## src/rtl/oldland_bus_pkg.sv

```systemverilog
// Shared definitions for the oldland bus arbiter and its helpers.
//   bus_state_e  : arbiter FSM state (idle, instruction owner, data owner)
//   TimeoutMax   : largest legal timeout in cycles, also the default
package oldland_bus_pkg;

  typedef enum logic [1:0] {
    StIdle = 2'd0,
    StIbus = 2'd1,
    StDbus = 2'd2
  } bus_state_e;

  localparam int unsigned TimeoutMax = 255;

endpackage

```

## src/rtl/oldland_bus_timeout.sv

```systemverilog
// 8-bit bus watchdog counter.
//   clk, rst_n : clock, asynchronous active-low reset
//   clear      : zero the count (takes priority over enable)
//   enable     : a busy cycle with no response; counts it
//   limit      : busy cycles allowed before expiry (1..255)
//   expired    : high during the limit-th consecutive enabled cycle
module oldland_bus_timeout (
  input  logic       clk,
  input  logic       rst_n,
  input  logic       clear,
  input  logic       enable,
  input  logic [7:0] limit,
  output logic       expired
);

  logic [7:0] count_q;
  logic [7:0] count_d;

  always_comb begin
    count_d = count_q;
    if (clear) begin
      count_d = 8'd0;
    end else if (enable) begin
      count_d = count_q + 8'd1;
    end
  end

  always_ff @(posedge clk or negedge rst_n) begin
    if (!rst_n) begin
      count_q <= 8'd0;
    end else begin
      count_q <= count_d;
    end
  end

  // count_q holds the busy cycles already elapsed, so the current cycle is number count_q + 1.
  assign expired = enable && !clear && (({1'b0, count_q} + 9'd1) == {1'b0, limit});

endmodule

```

## src/rtl/oldland_bus_arbiter.sv

```systemverilog
// Round-robin, non-preemptive arbiter sharing one memory port between the instruction and
// data buses.
//   clk, rst_n            : clock, asynchronous active-low reset
//   i_access/i_addr       : instruction request; i_data/i_ack/i_error responses
//   d_access/d_addr/...   : data request with byte lanes and write data; d_* responses
//   m_*                   : shared slave port (registered request, combinational response)
//   owner_d               : high while the data bus owns the port
module oldland_bus_arbiter
  import oldland_bus_pkg::*;
#(
  parameter int unsigned timeout_cycles = TimeoutMax
) (
  input  logic        clk,
  input  logic        rst_n,
  input  logic        i_access,
  input  logic [29:0] i_addr,
  output logic [31:0] i_data,
  output logic        i_ack,
  output logic        i_error,
  input  logic        d_access,
  input  logic [29:0] d_addr,
  input  logic [3:0]  d_bytesel,
  input  logic        d_wr_en,
  input  logic [31:0] d_wr_val,
  output logic [31:0] d_data,
  output logic        d_ack,
  output logic        d_error,
  output logic        m_access,
  output logic [29:0] m_addr,
  output logic [3:0]  m_bytesel,
  output logic        m_wr_en,
  output logic [31:0] m_wr_val,
  input  logic [31:0] m_data,
  input  logic        m_ack,
  input  logic        m_error,
  output logic        owner_d
);

  localparam logic [7:0] TimeoutLimit = 8'(timeout_cycles);

  bus_state_e  state_q;
  logic        last_d_q;
  logic        m_access_q;
  logic [29:0] m_addr_q;
  logic [3:0]  m_bytesel_q;
  logic        m_wr_en_q;
  logic [31:0] m_wr_val_q;
  logic        owner_d_q;

  logic busy;
  logic expired;
  logic resp_ok;
  logic resp_err;
  logic grant_d;
  logic grant_i;

  assign busy = (state_q == StIbus) || (state_q == StDbus);

  // On a tie the requester that did not win last time gets the port.
  assign grant_d = d_access && (!i_access || !last_d_q);
  assign grant_i = i_access && !grant_d;

  // Error beats ack from the slave; a real response beats the watchdog.
  assign resp_ok  = busy && m_ack && !m_error;
  assign resp_err = busy && (m_error || (expired && !m_ack));

  oldland_bus_timeout u_timeout (
    .clk     (clk),
    .rst_n   (rst_n),
    .clear   (!busy),
    .enable  (busy && !m_ack && !m_error),
    .limit   (TimeoutLimit),
    .expired (expired)
  );

  always_ff @(posedge clk or negedge rst_n) begin
    if (!rst_n) begin
      state_q     <= StIdle;
      last_d_q    <= 1'b0;
      m_access_q  <= 1'b0;
      m_addr_q    <= '0;
      m_bytesel_q <= '0;
      m_wr_en_q   <= 1'b0;
      m_wr_val_q  <= '0;
      owner_d_q   <= 1'b0;
    end else begin
      unique case (state_q)
        StIdle: begin
          if (grant_d) begin
            state_q     <= StDbus;
            last_d_q    <= 1'b1;
            m_access_q  <= 1'b1;
            m_addr_q    <= d_addr;
            m_bytesel_q <= d_bytesel;
            m_wr_en_q   <= d_wr_en;
            m_wr_val_q  <= d_wr_val;
            owner_d_q   <= 1'b1;
          end else if (grant_i) begin
            state_q     <= StIbus;
            last_d_q    <= 1'b0;
            m_access_q  <= 1'b1;
            m_addr_q    <= i_addr;
            m_bytesel_q <= 4'hf;
            m_wr_en_q   <= 1'b0;
            m_wr_val_q  <= '0;
            owner_d_q   <= 1'b0;
          end
        end
        StIbus, StDbus: begin
          // Requester access is not sampled here: an owned transfer always runs to completion.
          if (resp_ok || resp_err) begin
            state_q    <= StIdle;
            m_access_q <= 1'b0;
            owner_d_q  <= 1'b0;
          end
        end
        default: begin
          state_q    <= StIdle;
          m_access_q <= 1'b0;
          owner_d_q  <= 1'b0;
        end
      endcase
    end
  end

  assign m_access  = m_access_q;
  assign m_addr    = m_addr_q;
  assign m_bytesel = m_bytesel_q;
  assign m_wr_en   = m_wr_en_q;
  assign m_wr_val  = m_wr_val_q;
  assign owner_d   = owner_d_q;

  assign i_data  = m_data;
  assign d_data  = m_data;
  assign i_ack   = resp_ok && (state_q == StIbus);
  assign i_error = resp_err && (state_q == StIbus);
  assign d_ack   = resp_ok && (state_q == StDbus);
  assign d_error = resp_err && (state_q == StDbus);

endmodule

```

## config.mk

```make
export PLATFORM = sky130hd
export DESIGN_NAME = oldland_bus_arbiter
export DESIGN_NICKNAME = d
export VERILOG_FILES = /design/src/rtl/oldland_bus_pkg.sv /design/src/rtl/oldland_bus_timeout.sv /design/src/rtl/oldland_bus_arbiter.sv
export SDC_FILE = /design/constraint.sdc
export NUM_CORES = 1
export LEC_CHECK = 0
export CAP_MARGIN = 20
export CORE_MARGIN = 2
export CORE_UTILIZATION = 36
export CTS_CLUSTER_DIAMETER = 80
export DETAILED_ROUTE_END_ITERATION = 10
export PLACE_DENSITY = 0.83
export REMOVE_ABC_BUFFERS = 1
export SYNTH_ARGS = -nofsm -noshare
export SYNTH_HDL_FRONTEND = slang
export SYNTH_SLANG_ARGS = --single-unit
```

## constraint.sdc

```tcl
create_clock -name clk -period 1.9 [get_ports clk]
set_input_delay 0.38 -clock clk [delete_from_list [all_inputs] [get_ports clk]]
set_output_delay 0.38 -clock clk [all_outputs]
set_load 0.005 [all_outputs]
```

=== After elaboration in Yosys (flattened, before gate mapping) ===
Cells that the tools add are included.

* Register bits: 80
* Bits of input ports: 135
* Output and inout bits: 137
* Logic and storage cells: 65

* $add $sub $neg: 2
* Equality and inequality tests: 6
* Multiplexer cells: 20
* Reductions and logical operators: 28

{| class="wikitable"
|+ Operators by type and width
! cell !! count
|-
| 32-bit two-way mux || 2
|-
| 30-bit two-way mux || 2
|-
| 8-bit two-way mux || 2
|-
| 1-bit logical AND || 14
|-
| 8-bit by 1-bit adder with 9-bit output, second input constant || 1
|-
| 9-bit by 8-bit == test with 1-bit output, second input constant || 1
|-
| 8-bit by 1-bit adder with 8-bit output, second input constant || 1
|-
| 4-bit two-way mux || 2
|-
| 1-bit two-way mux || 6
|-
| 2-bit two-way mux || 3
|-
| 1-bit zero test || 5
|-
| 1-bit logical OR || 4
|-
| 1-bit one-hot mux with 2 select lines || 2
|-
| 2-bit one-hot mux with 2 select lines || 1
|-
| 2-bit AND reduction || 2
|-
| 3-bit != test, second input constant || 1
|-
| 2-bit by 1-bit == test with 1-bit output, second input constant || 1
|-
| 2-bit == test, second input constant || 1
|-
| 2-bit zero test || 1
|-
| 2-bit by 1-bit != test with 1-bit output, second input constant || 1
|-
| 2-bit != test, second input constant || 1
|-
| 2-bit nonzero test || 1
|-
| 2-bit OR reduction || 1
|}

=== Longest topological paths before layout ===
Gate-level depths: netlist of the first run.

* Depth in word-level cells: 12
* Depth in mapped cells: 7
* Depth with buffers taken out: 6

=== Modules after synthesis ===
A second synthesis of the first run with hierarchy kept.

* Cells, all modules: 411
* Area, all modules: 4,053.9 um^2

{| class="wikitable"
|+ By module, submodules not included
! module !! instances !! cells an instance !! area each (um^2) !! seq. area each (um^2)
|-
| oldland_bus_arbiter || 1 || 348 || 3,452.1 || 1,776.7
|-
| oldland_bus_timeout || 1 || 63 || 601.8 || 200.2
|}

=== Worst setup path before layout of the first run ===
Ideal clock, no wire load.

* Kind: reg-to-output
* Start: reg state_q[1]
* End: out d_error
* Arrival time: 1,373 ps
* Required time: 1,520 ps
* Slack: 147 ps
* Cell stages (with the launch flop): 6
* Path buffers: 0
* Cell sequence: dfrtp_1 -> inv_1 -> ha_1 -> inv_2 -> o41ai_2 -> and2_1

* Word-level cells in the longest chain between the ends: 10
* Elaborated cells between the ends (all ways): 11
* Those cells by class: 2 x eq/ne; 9 x reduce/logical

{| class="wikitable"
|+ Ends and longest elaborated chain
! item !! line !! RTL
|-
| start: declaration || oldland_bus_arbiter.sv:41 || <nowiki>bus_state_e state_q;</nowiki>
|-
| start signal: assignment || oldland_bus_arbiter.sv:78 || <nowiki>state_q <= StIdle;</nowiki>
|-
| start signal: assignment || oldland_bus_arbiter.sv:90 || <nowiki>state_q <= StDbus;</nowiki>
|-
| start signal: assignment || oldland_bus_arbiter.sv:99 || <nowiki>state_q <= StIbus;</nowiki>
|-
| 2-bit by 1-bit == test with 1-bit output / 2-bit == test (equally long branches) || oldland_bus_arbiter.sv:57, oldland_bus_arbiter.sv:138 ||
|-
| 1-bit logical OR || oldland_bus_arbiter.sv:57 || <nowiki>assign busy = (state_q == StIbus) || (state_q == StDbus);</nowiki>
|-
| 1-bit logical AND (2 in series) || oldland_bus_arbiter.sv:71 || <nowiki>.enable (busy && !m_ack && !m_error),</nowiki>
|-
| 1-bit logical AND (2 in series) || oldland_bus_timeout.sv:37 || <nowiki>assign expired = enable && !clear && (({1'b0, count_q} + 9'd1) == {1'b0, limit});</nowiki>
|-
| 1-bit logical AND || oldland_bus_arbiter.sv:65 || <nowiki>assign resp_err = busy && (m_error || (expired && !m_ack));</nowiki>
|-
| 1-bit logical OR || oldland_bus_arbiter.sv:65 ||
|-
| 1-bit logical AND || oldland_bus_arbiter.sv:65 ||
|-
| 1-bit logical AND (*) || oldland_bus_arbiter.sv:138 || <nowiki>assign d_error = resp_err && (state_q == StDbus);</nowiki>
|-
| end: declaration || oldland_bus_arbiter.sv:27 || <nowiki>output logic d_error,</nowiki>
|}

Mark *: on every way between the ends. The rest lies on a longest branch, timed or not.

=== Worst setup path after layout of the first run ===
* Start: reg u_timeout.count_q[1]
* End: out i_error

* Word-level cells in the longest chain between the ends: 7

{| class="wikitable"
|+ Ends and longest elaborated chain
! item !! line !! RTL
|-
| start: declaration || oldland_bus_timeout.sv:16 || <nowiki>logic [7:0] count_q;</nowiki>
|-
| start signal: assignment || oldland_bus_timeout.sv:32 || <nowiki>count_q <= count_d;</nowiki>
|-
| 8-bit by 1-bit adder with 9-bit output || oldland_bus_timeout.sv:37 ||
|-
| 9-bit by 8-bit == test with 1-bit output || oldland_bus_timeout.sv:37 ||
|-
| 1-bit logical AND || oldland_bus_timeout.sv:37 ||
|-
| 1-bit logical AND || oldland_bus_arbiter.sv:65 ||
|-
| 1-bit logical OR || oldland_bus_arbiter.sv:65 ||
|-
| 1-bit logical AND || oldland_bus_arbiter.sv:65 ||
|-
| 1-bit logical AND || oldland_bus_arbiter.sv:136 || <nowiki>assign i_error = resp_err && (state_q == StIbus);</nowiki>
|-
| end: declaration || oldland_bus_arbiter.sv:19 || <nowiki>output logic i_error,</nowiki>
|}

Every way passes these cells.

==> results.json, run 1 <==
{
  "power.static_leakage_nw": 2.61,
  "coreArea_sq_um": 10700,
  "worst_clock_skew_ps": 9.54,
  "die_w_um": 108,
  "route.vias.total": 3288,
  "power.share.combinational_pct": 49.4,
  "synth-async-reset-ratio_pct": 100,
  "timing.critical_path.fanout_max": 3,
  "crit_type": "flip-flop to output port",
  "net-switching-power_mw": 2.85,
  "cts_root_buf": "clkbuf_8",
  "postSynthRegisterBits": 79,
  "worst_tran_pin_value_ps": 524,
  "synthDominantCellAreaShare_pct": 50.6,
  "drt_pre_antenna_iters": 4,
  "detailedPlacementHpwl_um": 9810,
  "peakVddDrop_mv": 0.712,
  "startpoint_types": "flip-flop",
  "cts.path.max_buffers": 2,
  "synth_common_cells": "dfrtp_1 (79), buf_4 (71), nand2_1 (36), a22o_1 (33), mux2i_1 (30)",
  "design.portCount": 272,
  "synth_area_sq_um": 3910,
  "row_count": 38,
  "dpl_cell_area_sq_um": 5530,
  "layout.nets": 639,
  "final-max-slew-violation-count": 0,
  "violations": "negative setup slack",
  "maxCapViolCount": 0,
  "ant_nets": 0,
  "clock_latency_ps": 360,
  "power.density_nw_per_um2": 1420,
  "initial_core_util_pct": 36.5,
  "area_of_the_die_sq_um": 11700,
  "grt_start_max_net_pins": 60,
  "clk_slew_on_worst_s_h_paths_ps": 80,
  "post_layout_nonfiller_instances": 644,
  "cts_buffers": 9,
  "totalPowerFinal_mw": 8.50,
  "sw_frac_of_total_pct": 33.5,
  "post-route-min-period_ps": 2330,
  "dp.cells": 616,
  "syn_inst": 357,
  "cts.sink_count": 79,
  "synthMostInstantiatedCell": "dfrtp_1",
  "dp_slack_ps": -389,
  "seqPwrFrac_pct": 33.8,
  "fin_util_pct": 55.8,
  "via_per_inst": 5.11,
  "layout-area-overhead-vs-synth_pct": 52.7,
  "grt_setup_unrepaired": "yes",
  "result_of_the_run": "finished, violations left",
  "max_clock_freq_mhz": 429,
  "synth.avg_cell_area_sq_um": 11.0,
  "hp-class": "flip-flop to flip-flop",
  "synth.top_cells.by_area": "dfrtp_1 (51%), buf_4 (14%), mux2i_1 (7.7%)",
  "arrival_ps": 1950,
  "share_clk_of_total_power_pct": 16.8,
  "synth_sequential_area_ratio_pct": 50.6,
  "grt_antenna_before_repair": 0,
  "worst_case_setup_margin_in_the_final_layout_ps": -432,
  "timing.max_slew.rel_slack_pct": 65.0,
  "cp_data_required_time_ps": 1520,
  "finalHoldWorstSlack_ps": 485,
  "dieHeight_um": 108,
  "drtIter0Drc": 126,
  "route.detailed.wl_per_inst_um": 20.4,
  "ys_types": 32,
  "dominantRegCellSynth": "dfrtp_1",
  "tritoncts": "done",
  "global_route_wire_length_before_repair_um": 19100,
  "internal_power_mw": 5.65,
  "globalRouteTotalUtil_pct": 22.4,
  "antennaDiodeCount": 0,
  "timing.reg2reg.setup_slack_ps": 110,
  "layout-drive-gt1-share_pct": 15.9,
  "finish.instance_area_sq_um": 5970,
  "worst_setup_path_end_kind": "output port",
  "yosysWarnings": 0,
  "gp_congestion": 0.842,
  "place.port_buffers": 175,
  "final_min_period_over_clock_period_pct": 123,
  "setup_total_negative_slack_ps": -944,
  "synth-edff-count": 0,
  "totalWireLength_um": 13100,
  "first_global_vias": 3343,
  "finalHoldViolCount": 0,
  "synth_top_cell_by_area": "dfrtp_1",
  "gr-total-overflow": 0,
  "final-setup-viol-count": 4,
  "drc": 0,
  "htreeDepth": 3
}
path summary, 6_finish.rpt:
path | start | end | cells past startpoint
max in group asynchronous | rst_n | m_addr[1] | 3
max | u_timeout.count_q[1] | i_error | 7
max reg2reg | u_timeout.count_q[1] | m_access | 8
min reg2reg | m_addr[28] | m_addr[28] | 2
min in group asynchronous | rst_n | u_timeout.count_q[6] | 2
min | m_addr[28] | m_addr[28] | 2
cell families after synthesis:
group	Yosys count	share of synthesized area [%]
DFF	79	50.6
adders and majority gates	5	1.60
muxes	30	7.68
buffers and inverters	87	15.4
AOI/OAI and AO/OA	79	14.6
xor gates and xnor gates	9	2.02
and+or+nand+nor	68	8.16
layer usage:
| layer | track usage [%] | part of all wire [%] | vias to the layer above | routed length (um) |
|---|---|---|---|---|
| met5 | 8.93 | 0.52 | - | 68 |
| met4 | 9.34 | 2.0 | 2 | 265 |
| met3 | 15.7 | 16 | 25 | 2080 |
| met2 | 31.0 | 43 | 228 | 5650 |
| met1 | 25.9 | 39 | 1572 | 5060 |
| li1 | - | - | 1461 | - |
power by group through the flow:
stage	Clock, mW	Combinational, mW	Sequential [mW]
3_3_place_gp	0	3.78	2.85
4_1_cts	1.48	4.14	2.86
3_5_place_dp	0	3.88	2.88
6_report	1.43	4.20	2.87
2_1_floorplan	0	1.33	2.94
5_1_grt	1.54	4.54	2.96
flip-flops by register name, summed over array words and instances (netlist names):
name               count
last_d_q               1
m_access               1
m_addr                30
m_bytesel              4
m_wr_en                1
m_wr_val              32
state_q                2
u_timeout.count_q      8
worst max-delay path, cell delays in order, from the launching register on:
cell,delay [ps]
dfrtp_1,440
buf_6,140
buf_4,120
nand3_4,80
xor2_2,210
o41ai_4,320
and2_1,180
buf_2,110
layout by cell type (no fill, tap or decap), drive strengths merged, types with 7 or more instances in the layout:
master / netlist / final
clkdlybuf4s50: 0 / 169
dfrtp: 79 / 79
buf: 79 / 42
nand2: 36 / 36
a22o: 33 / 33
o21ai: 33 / 33
mux2i: 30 / 30
clkbuf: 3 / 10
nor2: 10 / 10
xor2: 7 / 7
repair_timing:
item	in CTS	in global routing
gates cloned	0	0
hold buffers	1	0
gates resized for setup	32	11
buffers inserted	8	5
hold endpoints to repair	10	0
endpoints found under the setup margin	4	7
pin swaps	9	6
cell type report:
type | count | area [sq um]
fill | 903 | 4730
timing repair buffer | 213 | 2100
sequential | 79 | 1980
multi-input combinational | 191 | 1470
tap | 140 | 175
clock buffer | 10 | 138
clock inverter | 6 | 92.6
inverter | 5 | 21.3
(Power assumes the default switching activity.)
==> inputs of run 2 (changes only) <==
--- a/config.mk
+++ b/config.mk
@@ -11,7 +11,6 @@
 export CTS_CLUSTER_DIAMETER = 80
 export DETAILED_ROUTE_END_ITERATION = 10
 export PLACE_DENSITY = 0.83
-export REMOVE_ABC_BUFFERS = 1
 export SYNTH_ARGS = -nofsm -noshare
 export SYNTH_HDL_FRONTEND = slang
 export SYNTH_SLANG_ARGS = --single-unit
==> run 2 against run 1 <==
  * The run still ends with negative setup slack left
  * Cell count down 0.62%
  * Largest cell class unchanged
  * Core utilization shrank 0.81 points
  * Register-to-register slack got worse by 30 ps
  * Fmax grew 2.6%
  * Count of clock-buffer cells in the layout up 1
==> results.json, run 2 (synthesis results as in run 1) <==
{
  "worst_hold_path.num_cells": 2,
  "first_global_vias": 3263,
  "coreArea_sq_um": 10700,
  "layout-drive-gt1-share_pct": 14.2,
  "postSynthNetCount": 497,
  "startpoint_types": "flip-flop",
  "critical-path-max-stage-delay_ps": 410,
  "drt_pre_antenna_iters": 6,
  "timing.critical_path.slowest_stage_cell": "dfrtp_1",
  "initial_core_util_pct": 36.5,
  "place.port_buffers": 175,
  "gp_congestion": 0.856,
  "post-route-min-period_ps": 2270,
  "total_of_fill_cells_in_the_finished_design": 914,
  "cts.sink_count": 79,
  "power.density_nw_per_um2": 1380,
  "max_clock_freq_mhz": 440,
  "worst_setup_path_end_kind": "output port",
  "largest_reg_flops": 32,
  "globalRouteTotalUtil_pct": 16.7,
  "finish.instance_area_sq_um": 5880,
  "ant_nets": 0,
  "final_min_period_over_clock_period_pct": 120,
  "result_of_the_run": "finished, violations left",
  "violations": "negative setup slack",
  "htreeDepth": 3,
  "arrival_ps": 1890,
  "area_of_the_die_sq_um": 11700,
  "grt_start_max_net_pins": 64,
  "layout_commonest_cell": "clkdlybuf4s50_1",
  "drtIter0Drc": 114,
  "grt_setup_unrepaired": "yes",
  "dieHeight_um": 108,
  "path_delay_family": "flip-flops",
  "regToRegStartpoint": "u_timeout.count_q[0]",
  "route.detailed.wl_per_inst_um": 15.4,
  "final-max-slew-violation-count": 0,
  "layout-area-overhead-vs-synth_pct": 50.5,
  "cts_buffers": 9,
  "drc": 0,
  "cts.path.max_buffers": 2,
  "internal_power_mw": 5.45,
  "layout_common_cells": "clkdlybuf4s50_1 (170), dfrtp_1 (79), nand2_1 (36)",
  "finalHoldWorstSlack_ps": 487,
  "crit_path_cell_trace": "buf_6, ha_4, xor2_4, nand4_4, o41ai_4, and2_1, buf_2",
  "gr-total-overflow": 0,
  "dp_slack_ps": -395,
  "via_per_inst": 4.71,
  "critical_path.n_buffers_inverters": 2,
  "antennaDiodeCount": 0,
  "timing.reg2reg.setup_slack_ps": 80,
  "tritoncts": "done",
  "cp_data_required_time_ps": 1520,
  "clk_slew_on_worst_s_h_paths_ps": 80,
  "design.portCount": 272,
  "r2r-end": "m_access",
  "worst_case_setup_margin_in_the_final_layout_ps": -374,
  "hp-class": "flip-flop to flip-flop",
  "share_clk_of_total_power_pct": 15.1,
  "peakVddDrop_mv": 0.726,
  "sw_frac_of_total_pct": 32.7,
  "maxCapViolCount": 0,
  "worst_hold_path.endpoint": "m_addr[29]",
  "finalHoldViolCount": 0,
  "grt_antenna_before_repair": 0,
  "totalWireLength_um": 9840,
  "layout.nets": 635,
  "totalPowerFinal_mw": 8.10,
  "timing.critical_path.fanout_max": 3,
  "worst_clock_skew_ps": 12.9,
  "detailedPlacementHpwl_um": 7310,
  "route.vias.total": 3016,
  "post_layout_nonfiller_instances": 640,
  "clock_latency_ps": 340,
  "dpl_cell_area_sq_um": 5530,
  "die_w_um": 108,
  "final-setup-viol-count": 2,
  "dp.cells": 617,
  "rr_worst_depth": 8,
  "cts_root_buf": "clkbuf_8",
  "timing.max_slew.rel_slack_pct": 69.9,
  "power.static_leakage_nw": 2.57,
  "global_route_wire_length_before_repair_um": 15300,
  "min-delay-start": "m_addr[29]",
  "worst_tran_pin_value_ps": 452,
  "net-switching-power_mw": 2.65,
  "power.share.combinational_pct": 50.0,
  "seqPwrFrac_pct": 35.0,
  "row_count": 38,
  "crit_type": "flip-flop to output port"
}
run 2: metrics by stage:
stage               util, %  setup TNS (ps)
global route           55.0           -1030
finish                 55.0            -745
detailed placement     51.7           -1130
global placement       51.7            -772
CTS                    54.4            -877
floorplan                 -               0
run 2: worst max-delay path by stage:
stage | slack (ps) | depth (start not counted) | startpoint | endpoint
final | -370 | 7 | u_timeout.count_q[0] | i_error
after global routing | -450 | 7 | u_timeout.count_q[0] | d_error
after CTS | -450 | 7 | u_timeout.count_q[1] | d_error
after detailed placement | -390 | 6 | u_timeout.count_q[0] | d_error
after global placement | -270 | 4 | m_ack | i_error
after floorplan | 150 | 5 | state_q[1] | d_error
run 2: layout make-up:
| cell class | instances | area [sq um] | area share [%] |
|---|---|---|---|
| repair buffers | 209 | 2060 | 35.1 |
| multi-input cells | 191 | 1460 | 24.7 |
| flip-flops and latches | 79 | 1980 | 33.6 |
| clock inverters | 5 | 58.8 | 1.00 |
| inverters | 5 | 21.3 | 0.362 |
| well taps | 140 | 175 | 2.98 |
| clock buffers | 11 | 131 | 2.23 |
run 2: metal layers:
layer	share of wire, %	vias up	global-route usage, %
met3	7.3	18	5.30
li1	-	1445	-
met4	1.0	0	5.77
met5	0	-	0
met2	52	131	28.7
met1	39	1422	19.6
run 2: timing repair:
action                                 CTS  global route
buffers inserted                         4             2
endpoints found under the hold margin   26             0
pin swaps                                8             6
cloned                                   0             0
setup endpoints to repair                4             5
resized for setup                       31             8
hold buffers                             1             0
run 2: power by group through the flow:
stage               combinational (mW)  clock (mW)  sequential (mW)
floorplan                         1.62           0             2.88
global placement                  3.75           0             2.83
detailed placement                3.86           0             2.84
CTS                               4.00        1.26             2.84
global route                      4.41        1.33             2.93
finish                            4.05        1.22             2.83
run 2: tightest hold or removal path, delay by kind of cell, from the launching register on:
kind / cells / cell delay (ps)
compound gates: 1 / 60
simple gates: 1 / 50
flops: 1 / 350
